==> src/rtl/disp_pkg.sv <==
// Shared types and constants for the display digit converter.
// Holds the FSM state type, BCD cell constants and the saturation-limit helper.
package disp_pkg;

    typedef enum logic [1:0] {
        StIdle,
        StLoad,
        StShift,
        StDone
    } conv_state_e;

    localparam int unsigned DIG_W          = 4;
    localparam int unsigned BCD_ADJ_THRESH = 5;
    localparam int unsigned BCD_ADJ_ADD    = 3;

    // base**n, evaluated only at elaboration to build the saturation limits
    function automatic logic [63:0] pow_limit(input int unsigned base, input int unsigned n);
        logic [63:0] acc;
        acc = 64'd1;
        for (int unsigned i = 0; i < n; i++) begin
            acc = acc * 64'(base);
        end
        return acc;
    endfunction

endpackage

==> src/rtl/bcd_adjust.sv <==
// Double-dabble cell: adds 3 to a BCD digit of 5 or more ahead of the left shift.
module bcd_adjust
    import disp_pkg::*;
(
    input  logic [DIG_W-1:0] din,
    output logic [DIG_W-1:0] dout
);

    assign dout = (din >= DIG_W'(BCD_ADJ_THRESH)) ? din + DIG_W'(BCD_ADJ_ADD) : din;

endmodule

==> src/rtl/disp_digit_conv.sv <==
// Binary to display-digit converter: iterative BCD (double dabble) or hex nibbles, saturating.
// Optional leading-zero blanking mask enabled by defining DISP_LEADING_BLANK_EN.
module disp_digit_conv
    import disp_pkg::*;
#(
    parameter int unsigned WIDTH  = 8,
    parameter int unsigned DIGITS = 3
) (
    input  logic                    clk,
    input  logic                    rst_n,
    input  logic                    start,
    input  logic [WIDTH-1:0]        value,
    input  logic                    dec_mode,
    output logic                    busy,
    output logic                    done,
    output logic [DIG_W*DIGITS-1:0] digits,
    output logic                    overflow,
    output logic [DIGITS-1:0]       blank
);

    localparam int unsigned DW   = DIG_W * DIGITS;
    localparam int unsigned CntW = $clog2(WIDTH + 1);
    localparam int unsigned LimW = (WIDTH + 1 > 34) ? WIDTH + 1 : 34;

    localparam logic [LimW-1:0] DecLimit = LimW'(pow_limit(10, DIGITS));
    localparam logic [LimW-1:0] HexLimit = LimW'(pow_limit(16, DIGITS));

    conv_state_e     state_q, state_d;
    logic [WIDTH-1:0] val_q, val_d;
    logic            dec_q, dec_d;
    logic            sat_q, sat_d;
    logic [DW-1:0]   bcd_q, bcd_d, bcd_adj;
    logic [CntW-1:0] cnt_q, cnt_d;
    logic [WIDTH:0]  sh;
    logic [DW-1:0]   res;
    logic [DW-1:0]   digits_q;
    logic            ovf_q;
    logic            done_q;

    for (genvar g = 0; g < DIGITS; g++) begin : g_adj
        bcd_adjust u_bcd_adjust (
            .din  (bcd_q[DIG_W*g +: DIG_W]),
            .dout (bcd_adj[DIG_W*g +: DIG_W])
        );
    end

    always_comb begin
        state_d = state_q;
        val_d   = val_q;
        dec_d   = dec_q;
        sat_d   = sat_q;
        bcd_d   = bcd_q;
        cnt_d   = cnt_q;
        // {bcd, val} shifts left as one register; the bit falling off the top digit
        // rotates into val's vacated LSB (only reachable when saturating anyway)
        sh      = {val_q, bcd_adj[DW-1]};

        unique case (state_q)
            StIdle: begin
                if (start) begin
                    state_d = StLoad;
                    val_d   = value;
                    dec_d   = dec_mode;
                    sat_d   = dec_mode ? (LimW'(value) >= DecLimit) : (LimW'(value) >= HexLimit);
                end
            end
            StLoad: begin
                bcd_d   = '0;
                cnt_d   = '0;
                state_d = dec_q ? StShift : StDone;
            end
            StShift: begin
                bcd_d = {bcd_adj[DW-2:0], sh[WIDTH]};
                val_d = sh[WIDTH-1:0];
                cnt_d = cnt_q + 1'b1;
                if (cnt_q == CntW'(WIDTH - 1)) begin
                    state_d = StDone;
                end
            end
            StDone:  state_d = StIdle;
            default: state_d = StIdle;
        endcase

        res = dec_q ? bcd_d : DW'(val_q);
        if (sat_q) begin
            res = dec_q ? {DIGITS{4'h9}} : {DIGITS{4'hF}};
        end
    end

    always_ff @(posedge clk or negedge rst_n) begin
        if (!rst_n) begin
            state_q  <= StIdle;
            val_q    <= '0;
            dec_q    <= 1'b0;
            sat_q    <= 1'b0;
            bcd_q    <= '0;
            cnt_q    <= '0;
            digits_q <= '0;
            ovf_q    <= 1'b0;
            done_q   <= 1'b0;
        end else begin
            state_q <= state_d;
            val_q   <= val_d;
            dec_q   <= dec_d;
            sat_q   <= sat_d;
            bcd_q   <= bcd_d;
            cnt_q   <= cnt_d;
            done_q  <= (state_d == StDone);
            if (state_d == StDone) begin
                digits_q <= res;
                ovf_q    <= sat_q;
            end
        end
    end

`ifdef DISP_LEADING_BLANK_EN
    logic [DIGITS-1:0] blank_q, blank_d;
    logic              nz_seen;

    always_comb begin
        blank_d = '0;
        nz_seen = 1'b0;
        for (int i = DIGITS - 1; i >= 1; i--) begin
            nz_seen    = nz_seen | (res[DIG_W*i +: DIG_W] != '0);
            blank_d[i] = !nz_seen && !sat_q;
        end
    end

    always_ff @(posedge clk or negedge rst_n) begin
        if (!rst_n) begin
            blank_q <= '0;
        end else if (state_d == StDone) begin
            blank_q <= blank_d;
        end
    end

    assign blank = blank_q;
`else
    assign blank = '0;
`endif

    assign busy     = (state_q != StIdle);
    assign done     = done_q;
    assign digits   = digits_q;
    assign overflow = ovf_q;

endmodule

==> config.mk <==
export PLATFORM = sky130hd
export DESIGN_NAME = disp_digit_conv
export DESIGN_NICKNAME = d
export VERILOG_FILES = /design/src/rtl/disp_pkg.sv /design/src/rtl/bcd_adjust.sv /design/src/rtl/disp_digit_conv.sv
export SDC_FILE = /design/constraint.sdc
export NUM_CORES = 1
export LEC_CHECK = 0
export BUFFER_PORTS_ARGS = -buffer_cell sky130_fd_sc_hd__buf_2
export CAP_MARGIN = 20
export CORE_MARGIN = 10
export CORE_UTILIZATION = 57
export CTS_CLUSTER_SIZE = 16
export DETAILED_ROUTE_END_ITERATION = 16
export HOLD_SLACK_MARGIN = 0.12
export PLACE_DENSITY = 0.89
export SLEW_MARGIN = 20
export SYNTH_ARGS = -nofsm -noshare
export SYNTH_HDL_FRONTEND = slang
export SYNTH_HIERARCHICAL = 1
export SYNTH_SLANG_ARGS = --single-unit
==> constraint.sdc <==
create_clock -name clk -period 2.5 [get_ports clk]
set_input_delay 0.75 -clock clk [delete_from_list [all_inputs] [get_ports clk]]
set_output_delay 0.75 -clock clk [all_outputs]
set_load 0.01 [all_outputs]
; ---- Yosys cells after proc, flatten, opt, wreduce, memory -nomap -nowiden
; Cells that the tools add are included.
[totals]
regBits = 40
elab_cells = 38
[op_classes]
addsub = 4
magnitude_cmp = 3
n_eq_ne = 6
muxes = 12
n_reduce_logical = 6
[op_table]
columns = cell, n
row1 = case mux 12 bit (2 select lines), 1
row2 = case mux 8 bit (2 select lines), 1
row3 = adder 4 x 2 -> 4 bit (second input constant), 3
row4 = >= comparator 4 x 3 -> 1 bit (second input constant), 3
row5 = 2-to-1 mux 12 bit, 1
row6 = 2-to-1 mux 4 bit, 3
row7 = 2-to-1 mux 8 bit, 1
row8 = case mux 2 bit (4 select lines), 1
row9 = case mux 4 bit (2 select lines), 1
row10 = == test 2 bit (second input constant), 3
row11 = nonzero test 2 bit, 3
row12 = adder 4 x 1 -> 4 bit (second input constant), 1
row13 = == test 4 x 3 -> 1 bit (second input constant), 1
row14 = 2-to-1 mux 2 bit, 2
row15 = AND reduction 2 bit, 2
row16 = == test 2 x 1 -> 1 bit (second input constant), 1
row17 = zero test 2 bit, 1
row18 = != test 2 bit (second input constant), 1
row19 = 2-to-1 mux 1 bit, 1

; ---- Depth between registers and ports, before layout
; Gate-level depths: netlist (run 1).
[depth]
depth_word = 4
ltp_mapped = 9

; ---- Hierarchy
; The synthesis (run 1) kept the hierarchy.
[by_module_without_submodules]
columns = mod, n_inst, cells_each, area_per_inst_um2, seq_area_each_um2
row1 = disp_digit_conv, 1, 211, 2026.9, 1001.0
row2 = bcd_adjust, 3, 16, 101.3, 0.0

; ---- Worst setup path before layout (run 1)
; No wires, ideal clock.
[synth_timing]
kind = input-to-reg
from = input port start
to = register digits_q[1], in the netlist digits[1]
setup_time_ns = 0.125
t_arrival_ns = 2.011
required_time_ns = 2.375
path_slack_ns = 0.364
path_stages = 7
cell_sequence = clkbuf_1 nand2b_1 o32a_2 and3_1 buf_6 buf_12 mux2_4
[synth_between]
elab_chain_len = 3
[synth_rtl]
columns = item, line
row1 = "start, declared", disp_digit_conv.sv:11  ; input logic start,
row2 = 2-to-1 mux 2 bit, disp_digit_conv.sv:60  ; if (start) begin
row3 = case mux 2 bit (4 select lines), disp_digit_conv.sv:58  ; unique case (state_q)
row4 = == test 2 bit, disp_digit_conv.sv:109  ; if (state_d == StDone) begin
row5 = "end signal, assigned", disp_digit_conv.sv:110  ; digits_q <= res;
row6 = "end, declared", disp_digit_conv.sv:36  ; logic [DW-1:0] digits_q;
; Every way passes these cells.
; A chain may end at the register's enable or synchronous reset.

; ---- Worst setup path after layout (run 1)
[layout_timing]
from = register state_q[0]
to = output port busy
[layout_between]
elab_chain_len = 1
[layout_rtl]
columns = item, line
row1 = "start, declared", disp_digit_conv.sv:28  ; conv_state_e state_q, state_d;
row2 = "start signal, assigned", disp_digit_conv.sv:92  ; state_q <= StIdle;
row3 = "start signal, assigned", disp_digit_conv.sv:102  ; state_q <= state_d;
row4 = nonzero test 2 bit, disp_digit_conv.sv:142  ; assign busy = (state_q != StIdle);
row5 = "end, declared", disp_digit_conv.sv:14  ; output logic busy,
; Every way passes these cells.

==> results by group, run 1 <==
Critical path
  • Crit path max fanout: 19
  • CP bufs+invs: 4
  • Crit-path most repeated cell: inv_1
  • Reg2reg setup slack: 380 ps
  • Reg2reg path depth: 6
  • Endpoint class of the critical path: output pin
  • Crit path DAT: 1440 ps
  • Worst r2r src: cnt_q[0]
  • CP top delay family: buffers and inverters
  • Required time worst endpoint: 1750 ps
  • Cell Chain, Critical Path: inv_1 -> ha_1 -> buf_4 -> inv_1 -> buf_2
  • WS Path Type: reg -> out
  • Slowest CP cell: dfrtp_1
  • Worst Setup Start Kind: register
  • RR Endpoint: digits[2]
  • Max incr delay on CP: 410 ps

Clock network
  • Clock slew seen by the registers of the worst setup and hold paths: 80 ps
  • CTS tree: built
  • CTS Hold Bufs: 0
  • Post-cts resize count: 0
  • CTS root buf: clkbuf_8
  • Clk Latency, worst-skew pair: 300 ps
  • CTS Buffer Depth: 2
  • Max H-tree Level: 2
  • Clk sink count: 40
  • CTS Buf Count: 5
  • Setup Buffers After CTS: 0

Final layout
  • Commonest cells after routing, fill and taps aside: nand2_1, dfrtp_1, buf_2, inv_1, o21ai_0
  • Fill cells: 322
  • # diodes: 0
  • Multi-input logic area: 1160 sq um
  • Commonest non-fill, non-tap cell in the layout: nand2_1
  • Nets: 308
  • Share of layout cells above drive strength 1: 22.6%
  • Area Overhead vs Synth: 11.2%
  • Reg area: 1000 sq um

Power
  • Peak VDD IR: 0.657 mV
  • Pwr Density: 1170 nW/um^2
  • Leak: 1.26 nW

Floorplanning
  • Initial Utilization: 58.7%
  • Row count: 23
  • I/O pins: 30
  • Die Area: 7050 sq um
  • Core area: 3970 sq um
  • Die Width: 84.0 um
  • Die height: 84.0 um

Routing
  • Post-DRT Antenna Nets: 0
  • Via count: 1804
  • Total Wirelength: 4920 um
  • Routed len/inst: 14.6 um
  • DR vias/cell: 5.35
  • DRC viols: 0
  • Iter 0 DRT Violations: 122
  • Detailed Routing Iterations Pass 1: 4

Synthesis
  • Sequential area share after synthesis: 42.9%
  • Simple-gate share of the synthesized area: 16.9%
  • Synth Area in Compound Gates: 14.9%
  • Largest family of logic cells by synthesized area: simple AND/OR/NAND/NOR gates
  • Syn Inst Count: 259
  • Post-synthesis adder-cell area fraction: 5.37%
  • Synth warn: 6
  • Synthesized area: 2330 sq um
  • Multiplexer share of the synthesized area: 10.7%
  • Post-synth cell types: 32
  • XOR/XNOR share of the synthesized area: 1.13%
  • Post-Syn Area per Cell: 9.00 sq um
  • FF+latch count, synth: 40

Global route
  • GRT Overall Usage: 14.5%
  • First-pass GRT wire length: 8570 um
  • Pin count of the biggest net entering global routing: 21
  • Initial antenna violation count: 0
  • Vias in the first global route: 1879
  • GRT overflow: 0

STA
  • Tcrit/Tclk final: 87.5%
  • RSZ-0062 raised after global routing: false
  • Final min period: 2190 ps
  • Final Skew: 5.33 ps
  • Setup TNS: 0 ps
  • Final setup fails: 0
  • Fmax: 0.457 GHz
  • Endpoints failing hold: 0
  • Fin. max-slew vios: 0
  • Hold slack: 324 ps

Outcome
  • Status: completed

Place
  • Final GP Congestion: 0.848
  • Port Buffers: 25
  • Dpl hpwl: 3620 um

Worst hold path
  • Worst Hold Class: in -> async

Run
  • Max_cap viols: 0
## state kept, by name (all words and copies together) (netlist names)
signal,count
bcd_q,12
digits,12
val_q,8
cnt_q,4
state_q,2
dec_q,1
done,1
## worst reg2reg max path, stage by stage, from the launching register on
cell     delay [ps]
dfrtp_1         410
ha_1            230
and3b_1         180
or4_4           510
and3_1          180
buf_4           190
mux2_4          310
## layout make-up
cell class                 instances  area share [%]
multi-input combinational        183            44.6
sequential                        40            38.6
timing repair buffer              35            7.73
clock buffer                       6            3.19
inverter                          21            3.04
tap                               50            2.41
clock inverter                     2           0.386
## kinds of logic after synthesis
group	Yosys count
AND/OR/NAND/NOR	87
AO/OA/AOI/OAI	58
flip-flops	40
buffers and inverters	39
multiplexers	21
adder cells (fa/ha/maj)	10
XOR/XNOR	3
other	1
## worst max path at each step
| stage | from | endpoint | slack (ps) | cells past startpoint |
|---|---|---|---|---|
| 2_1_floorplan | start | digits[1] | 360 | 7 |
| 3_3_place_gp | cnt_q[0] | digits[4] | 430 | 6 |
| 3_5_place_dp | cnt_q[0] | digits[1] | 390 | 6 |
| 4_1_cts | state_q[0] | busy | 300 | 5 |
| 5_1_grt | state_q[0] | busy | 230 | 5 |
| 6_report | state_q[0] | busy | 310 | 5 |
## power by group
part,switching (W),leakage (nW),internal [W]
Clock,0.000225,0.0510,0.000220
Sequential,0.000171,0.514,0.000849
Combinational,0.000838,0.690,0.000740
Total,0.00123,1.25,0.00181
## per-layer routing
metal | GRT usage, % | vias up | share of wire [%]
met2 | 23.2 | 45 | 46
met4 | 6.39 | 0 | 2.0
met5 | 0 | - | 0
met3 | 4.88 | 11 | 5.7
li1 | - | 914 | -
met1 | 17.3 | 834 | 46
## stage by stage
step	worst slack (ps)	area (sq um)	util [%]	total power, W	std cells
3_3_place_gp	427	2500	62.9	0.00254	329
2_1_floorplan	364	2340	-	0.00223	262
5_1_grt	226	2590	65.2	0.00329	337
6_report	313	2590	65.2	0.00304	337
3_5_place_dp	390	2500	62.9	0.00261	329
4_1_cts	304	2590	65.2	0.00306	337
## cell usage after synthesis
cell type,instances,area [sq um]
nand2_1,45,169
dfrtp_1,40,1000
inv_1,21,78.8
o21ai_0,21,105
nor2_1,18,67.6
nand2b_1,15,93.8
clkbuf_1,12,45.0
mux2_2,11,124
a31oi_1,10,62.6
ha_1,10,125
a21oi_1,8,40.0
o22ai_1,7,43.8
mux2_4,5,75.1
mux2i_1,5,50.1
buf_4,4,30.0
a21oi_2,3,26.3
a31o_1,3,26.3
o21ai_1,3,15.0
xnor2_1,3,26.3
and3_1,2,12.5
nand3_1,2,10.0
and2_1,1,6.26
and2_2,1,7.51
and3b_1,1,8.76
buf_12,1,20.0
buf_6,1,11.3
conb_1,1,3.75
nor2b_1,1,6.26
o2111ai_1,1,8.76
o221ai_1,1,8.76
o32a_2,1,11.3
or4_4,1,11.3
No activity file was read; power rests on OpenSTA's default activity.
==> run 2: changes to the inputs <==
Settings changed: BUFFER_PORTS_ARGS -buffer_cell sky130_fd_sc_hd__buf_2 to not set, CORE_UTILIZATION 57 to 62, DONT_BUFFER_PORTS set to 1, PLACE_DENSITY 0.89 to 0.88, SYNTH_HIERARCHICAL 1 to not set.
==> results by group, run 2 <==
Synthesis
  • Post-synth cell types: 35 (+9.4%)
  • Synth top cells by count: dfrtp_1, o22ai_1, nand2_1
  • Post-Syn Area per Cell: 9.90 sq um (+10%)
  • Synth Area in Compound Gates: 21.5% (+6.6 points)
  • Ys flop type: dfrtp_1
  • Multiplexer share of the synthesized area: 4.29% (-6.4 points)
  • Largest family of logic cells by synthesized area: compound AO/OA/AOI/OAI gates
  • Simple-gate share of the synthesized area: 10.3% (-6.5 points)
  • Post-synth EDFFs: 0 (unchanged)
  • XOR/XNOR share of the synthesized area: 1.29% (+0.16 points)
  • Sequential area share after synthesis: 49.1% (+6.1 points)
  • Ranking of synthesized cells by area: dfrtp_1, o22ai_1, ha_1, nand2_1, a21oi_1
  • Top cell type's share of synthesized area: 49.1% (+6.1 points)
  • Most frequent cell after synthesis: dfrtp_1
  • Post-synthesis adder-cell area fraction: 6.13% (+0.77 points)
  • FF+latch count, synth: 40 (unchanged)
  • Syn Inst Count: 206 (-20%)
  • Largest area contributor in the netlist: dfrtp_1
  • Synth warn: 0 (-6)
  • Synthesized area: 2040 sq um (-13%)
  • Asr flop ratio synth: 100% (unchanged)

Routing
  • Routed len/inst: 17.5 um (+20%)
  • Iter 0 DRT Violations: 118 (-3.3%)
  • DR vias/cell: 6.13 (+14%)
  • Via count: 1556 (-14%)
  • Detailed Routing Iterations Pass 1: 4 (unchanged)
  • DRC viols: 0 (unchanged)
  • Total Wirelength: 4450 um (-9.5%)
  • Post-DRT Antenna Nets: 0 (unchanged)

Power
  • Clk pwr share: 17.7% (+3.1 points)
  • Switching Share: 41.2% (+0.69 points)
  • Sequential share of power: 38.6% (+5.1 points)
  • Leak: 0.939 nW (-25%)
  • Peak VDD IR: 0.683 mV (+4.0%)
  • P_sw: 0.00110 W (-11%)
  • Pwr Density: 1220 nW/um^2 (+4.1%)
  • Int Pwr: 0.00157 W (-13%)
  • Combinational share of power: 43.6% (-8.3 points)

Clock network
  • Clk sink count: 40 (unchanged)
  • CTS Buffer Depth: 2 (unchanged)
  • Max H-tree Level: 2 (unchanged)
  • Post-cts resize count: 0 (unchanged)
  • Clock slew seen by the registers of the worst setup and hold paths: 120 ps (+40 ps)
  • CTS root buf: clkbuf_4
  • CTS Buf Count: 5 (unchanged)
  • Clk Latency, worst-skew pair: 360 ps (+60 ps)
  • Setup Buffers After CTS: 0 (unchanged)
  • CTS Hold Bufs: 1 (+1)
  • CTS tree: built

Floorplanning
  • I/O pins: 30 (unchanged)
  • Die Width: 77.4 um (-7.9%)
  • Core area: 3100 sq um (-22%)
  • Die height: 77.4 um (-7.9%)
  • Row count: 20 (-13%)
  • Initial Utilization: 65.7% (+7.0 points)
  • Die Area: 5980 sq um (-15%)

Critical path
  • Worst Setup Start Kind: register
  • Crit path DAT: 2480 ps (+1040 ps)
  • Crit path max fanout: 21 (+2)
  • WS Path Type: reg -> reg
  • Reg2reg setup slack: 280 ps (-100 ps)
  • Required time worst endpoint: 2760 ps (+1010 ps)
  • Endpoint class of the critical path: register

Place
  • Dpl hpwl: 3360 um (-7.2%)
  • Final GP Congestion: 0.855 (+0.73%)
  • Place WS: 301 ps (-88.3 ps)
  • Port Buffers: 0 (-100%)

Final layout
  • Commonest cells after routing, fill and taps aside: dfrtp_1, o22ai_1, nand2_1, inv_1, a21oi_1
  • Area Overhead vs Synth: 6.99%
  • Fill cells: 225 (-30%)
  • # diodes: 0 (unchanged)
  • Share of layout cells above drive strength 1: 10.0% (-13 points)
  • Nets: 231 (-25%)
  • Commonest non-fill, non-tap cell in the layout: dfrtp_1

Worst hold path
  • Worst Hold Class: in -> async

STA
  • Tcrit/Tclk final: 89.0% (+1.5 points)
  • Final Skew: 9.55 ps (+4.22 ps)
  • RSZ-0062 raised after global routing: false
  • Final min period: 2220 ps (+38.0 ps)
  • Setup TNS: 0 ps (unchanged)
  • Fmax: 0.450 GHz (-1.7%)
  • Fin. max-slew vios: 0 (unchanged)
  • Endpoints failing hold: 0 (unchanged)
  • Final setup fails: 0 (unchanged)
  • Setup WS post-layout: 275 ps (-38.0 ps)

Global route
  • First-pass GRT wire length: 7380 um (-14%)
  • Vias in the first global route: 1555 (-17%)
  • GRT Overall Usage: 15.2% (+0.66 points)
  • Initial antenna violation count: 0 (unchanged)
  • GRT overflow: 0 (unchanged)
  • Pin count of the biggest net entering global routing: 41 (+95%)

Outcome
  • Status: completed

Run
  • Max_cap viols: 0 (unchanged)
-- run 2: cell types whose count changed after synthesis, sizes merged, moves of 6 or more --
cell / before / now
a31oi: 10 / 3
clkbuf: 12 / 6
mux2: 16 / 6
nand2: 45 / 21
nand2b: 15 / 6
nor2: 18 / 3
o21ai: 24 / 12
o22ai: 7 / 24
-- run 2: cells by family after synthesis --
group	after synthesis
DFF	40
other	1
muxes	8
xor gates and xnor gates	3
AOI/OAI and AO/OA	70
buffers and inverters	32
and+or+nand+nor	42
adders and majority gates	10
-- run 2: routing by layer --
| metal | vias to the layer above | track usage, % | part of all wire, % |
|---|---|---|---|
| li1 | 741 | - | - |
| met1 | 752 | 17.3 | 41 |
| met2 | 54 | 24.9 | 50 |
| met3 | 9 | 6.68 | 8.2 |
| met4 | 0 | 5.29 | 1.6 |
| met5 | - | 0 | 0 |
-- run 2: worst paths after layout --
| path | start | endpoint | cells after the start |
|---|---|---|---|
| setup / recovery | state_q[0] | digits[4] | 6 |
| hold / removal | rst_n | bcd_q[11] | 1 |
| setup reg to reg | state_q[0] | digits[4] | 6 |
| hold reg to reg | cnt_q[0] | cnt_q[0] | 1 |
| max in group asynchronous | rst_n | digits[11] | 1 |
| min in group clk | cnt_q[0] | cnt_q[0] | 1 |
-- run 2: power by group through the flow --
stage	Clock, W	Sequential, W	Combinational (W)
after CTS	0.000486	0.00103	0.00116
after detailed placement	0	0.00105	0.00114
after global placement	0	0.00103	0.00108
final	0.000473	0.00103	0.00116
after global routing	0.000515	0.00106	0.00131
after floorplan	0	0.000990	0.000925
-- run 2: stage by stage --
| stage | total power [W] | instance area (sq um) | instances | hold slack, ps | util [%] |
|---|---|---|---|---|---|
| 3_5_place_dp | 0.00219 | 2070 | 245 | 456 | 66.6 |
| 6_report | 0.00267 | 2180 | 254 | 218 | 70.3 |
| 3_3_place_gp | 0.00212 | 2070 | 245 | 456 | 66.6 |
| 5_1_grt | 0.00288 | 2180 | 254 | 195 | 70.3 |
| 2_1_floorplan | 0.00192 | 2050 | 209 | 454 | - |
| 4_1_cts | 0.00267 | 2180 | 254 | 206 | 70.3 |
-- run 2: layout make-up --
| class | instances | area, sq um | share of cell area (%) |
|---|---|---|---|
| clock buffer | 7 | 65.1 | 2.98 |
| clock inverter | 1 | 30.0 | 1.38 |
| inverter | 19 | 71.3 | 3.27 |
| multi-input combinational | 137 | 902 | 41.3 |
| sequential | 40 | 1000 | 45.9 |
| tap | 44 | 55.1 | 2.52 |
| timing repair buffer | 6 | 57.6 | 2.64 |
-- run 2: critical path: stages (launching register included) --
cell and delay (ps):
dfrtp_1 420, inv_1 90, ha_1 430, o32ai_1 170, or3b_4 510, inv_1 150, mux2_2 340
==> run 3: changes to the inputs <==
Settings changed: CORE_UTILIZATION 62 to 56, PLACE_DENSITY 0.88 to 0.84.
Clock period 2.5 ns to 2 ns, I/O delays scaled along.
==> results by group, run 3 (synthesized netlist as in run 2, its figures left out) <==
Outcome
  • Status: completed

Routing
  • Via count: 1576 (+1.3%)
  • Iter 0 DRT Violations: 106 (-10%)
  • Post-DRT Antenna Nets: 0 (unchanged)
  • Detailed Routing Iterations Pass 1: 4 (unchanged)
  • DRC viols: 0 (unchanged)
  • Routed len/inst: 18.4 um (+5.1%)
  • DR vias/cell: 6.04 (-1.4%)
  • Total Wirelength: 4810 um (+8.0%)

Critical path
  • Crit path DAT: 1350 ps (-1130 ps)
  • Max incr delay on CP: 430 ps (-80 ps)
  • Endpoint class of the critical path: output pin
  • Slowest CP cell: dfrtp_1
  • Worst Setup Start Kind: register
  • WS Path Type: reg -> out
  • Crit-path most repeated cell: inv_1
  • Crit path max fanout: 10 (-52%)
  • Cell Chain, Critical Path: inv_1 -> ha_2 -> buf_6 -> inv_1
  • Required time worst endpoint: 1400 ps (-1360 ps)

Place
  • Port Buffers: 0 (unchanged)
  • Dpl hpwl: 3440 um (+2.5%)
  • Final GP Congestion: 0.837 (-2.1%)

STA
  • Fmax: 0.514 GHz
  • Endpoints failing hold: 0 (unchanged)
  • Final Skew: 8.52 ps (-1.03 ps)
  • Final min period: 1950 ps
  • Final setup fails: 0 (unchanged)
  • Hold slack: 395 ps (+177 ps)
  • Fin. max-slew vios: 0 (unchanged)
  • Tcrit/Tclk final: 97.4%

Final layout
  • Fin util: 64.9% (-5.4 points)
  • Commonest cells after routing, fill and taps aside: dfrtp_1, o22ai_1, nand2_1, inv_1, a21oi_1
  • Commonest non-fill, non-tap cell in the layout: dfrtp_1
  • # diodes: 0 (unchanged)
  • Nets: 237 (+2.6%)
  • Share of layout cells above drive strength 1: 13.5% (+3.5 points)
  • Area Overhead vs Synth: 8.71%

Floorplanning
  • Core area: 3420 sq um (+10%)
  • Die Width: 80.4 um (+3.9%)
  • Die height: 80.4 um (+3.9%)
  • I/O pins: 30 (unchanged)
  • Die Area: 6460 sq um (+7.9%)
  • Initial Utilization: 59.7% (-6.0 points)
  • Row count: 21 (+5.0%)

Global route
  • GRT overflow: 0 (unchanged)
  • First-pass GRT wire length: 7910 um (+7.2%)
  • Pin count of the biggest net entering global routing: 41 (unchanged)
  • Initial antenna violation count: 0 (unchanged)
  • Vias in the first global route: 1601 (+3.0%)
  • GRT Overall Usage: 15.7% (+0.46 points)

Run
  • Max_cap viols: 0 (unchanged)

Power
  • Leak: 0.953 nW (+1.5%)
  • Pwr Density: 1530 nW/um^2 (+25%)
  • Peak VDD IR: 0.766 mV (+12%)

Clock network
  • CTS tree: built
  • CTS Buf Count: 5 (unchanged)
  • CTS Buffer Depth: 2 (unchanged)
  • Clk sink count: 40 (unchanged)
  • Clk Latency, worst-skew pair: 350 ps (about the same)
  • Clock slew seen by the registers of the worst setup and hold paths: 110 ps (about the same)
  • CTS root buf: clkbuf_4
  • Max H-tree Level: 2 (unchanged)

Worst hold path
  • Worst Hold Class: in -> reg
-- run 3: power breakdown --
part	total [W]	switching (W)	internal, W
combinational	0.00165	0.000983	0.000668
clock	0.000451	0.000252	0.000199
sequential	0.00130	0.000247	0.00105
total	0.00340	0.00148	0.00192
-- run 3: final timing paths --
| path | start | endpoint | slack [ps] | cells past startpoint |
|---|---|---|---|---|
| setup / recovery | state_q[0] | busy | 50 | 4 |
| hold / removal | dec_mode | dec_q | 400 | 1 |
| setup reg to reg | state_q[0] | digits[3] | 70 | 6 |
| hold reg to reg | cnt_q[0] | cnt_q[0] | 520 | 1 |
| max in group asynchronous | rst_n | val_q[1] | 1070 | 2 |
| min in group asynchronous | rst_n | digits[4] | 730 | 2 |
-- run 3: stage by stage --
step / total power, W / std cells / cell area, sq um / worst slack [ps] / TNS, ps
2_1_floorplan: 0.00239 / 209 / 2050 / 248 / 0
3_3_place_gp: 0.00277 / 250 / 2090 / 141 / 0
3_5_place_dp: 0.00283 / 250 / 2090 / 70.1 / 0
4_1_cts: 0.00332 / 259 / 2190 / 17.2 / 0
5_1_grt: 0.00364 / 261 / 2220 / -23.3 / -68.9
6_report: 0.00340 / 261 / 2220 / 52.6 / 0
-- run 3: cell type report --
cell class,count,area (sq um)
Timing Repair Buffer,12,109
Clock buffer,7,65.1
Tap cell,46,57.6
Multi-Input combinational cell,137,913
Sequential cell,40,1000
Inverter,19,71.3
Fill cell,264,1200
-- run 3: layer usage --
layer	track usage [%]	share of wire [%]
met1	18.7	41
met2	25.6	51
met3	3.79	5.2
met4	7.92	2.3
met5	0	0
-- run 3: timing repair --
item	4_1_cts	5_1_grt
setup buffers	0	2
gates resized for setup	0	5
setup endpoints to repair	0	10
hold endpoints to repair	40	0
hold buffers	2	0
-- run 3: worst max-delay path: cells and delay by family, from the launching register on --
family | cells | cell delay (ps)
adders and majority gates | 1 | 230
buffers and inverters | 3 | 340
DFF | 1 | 430
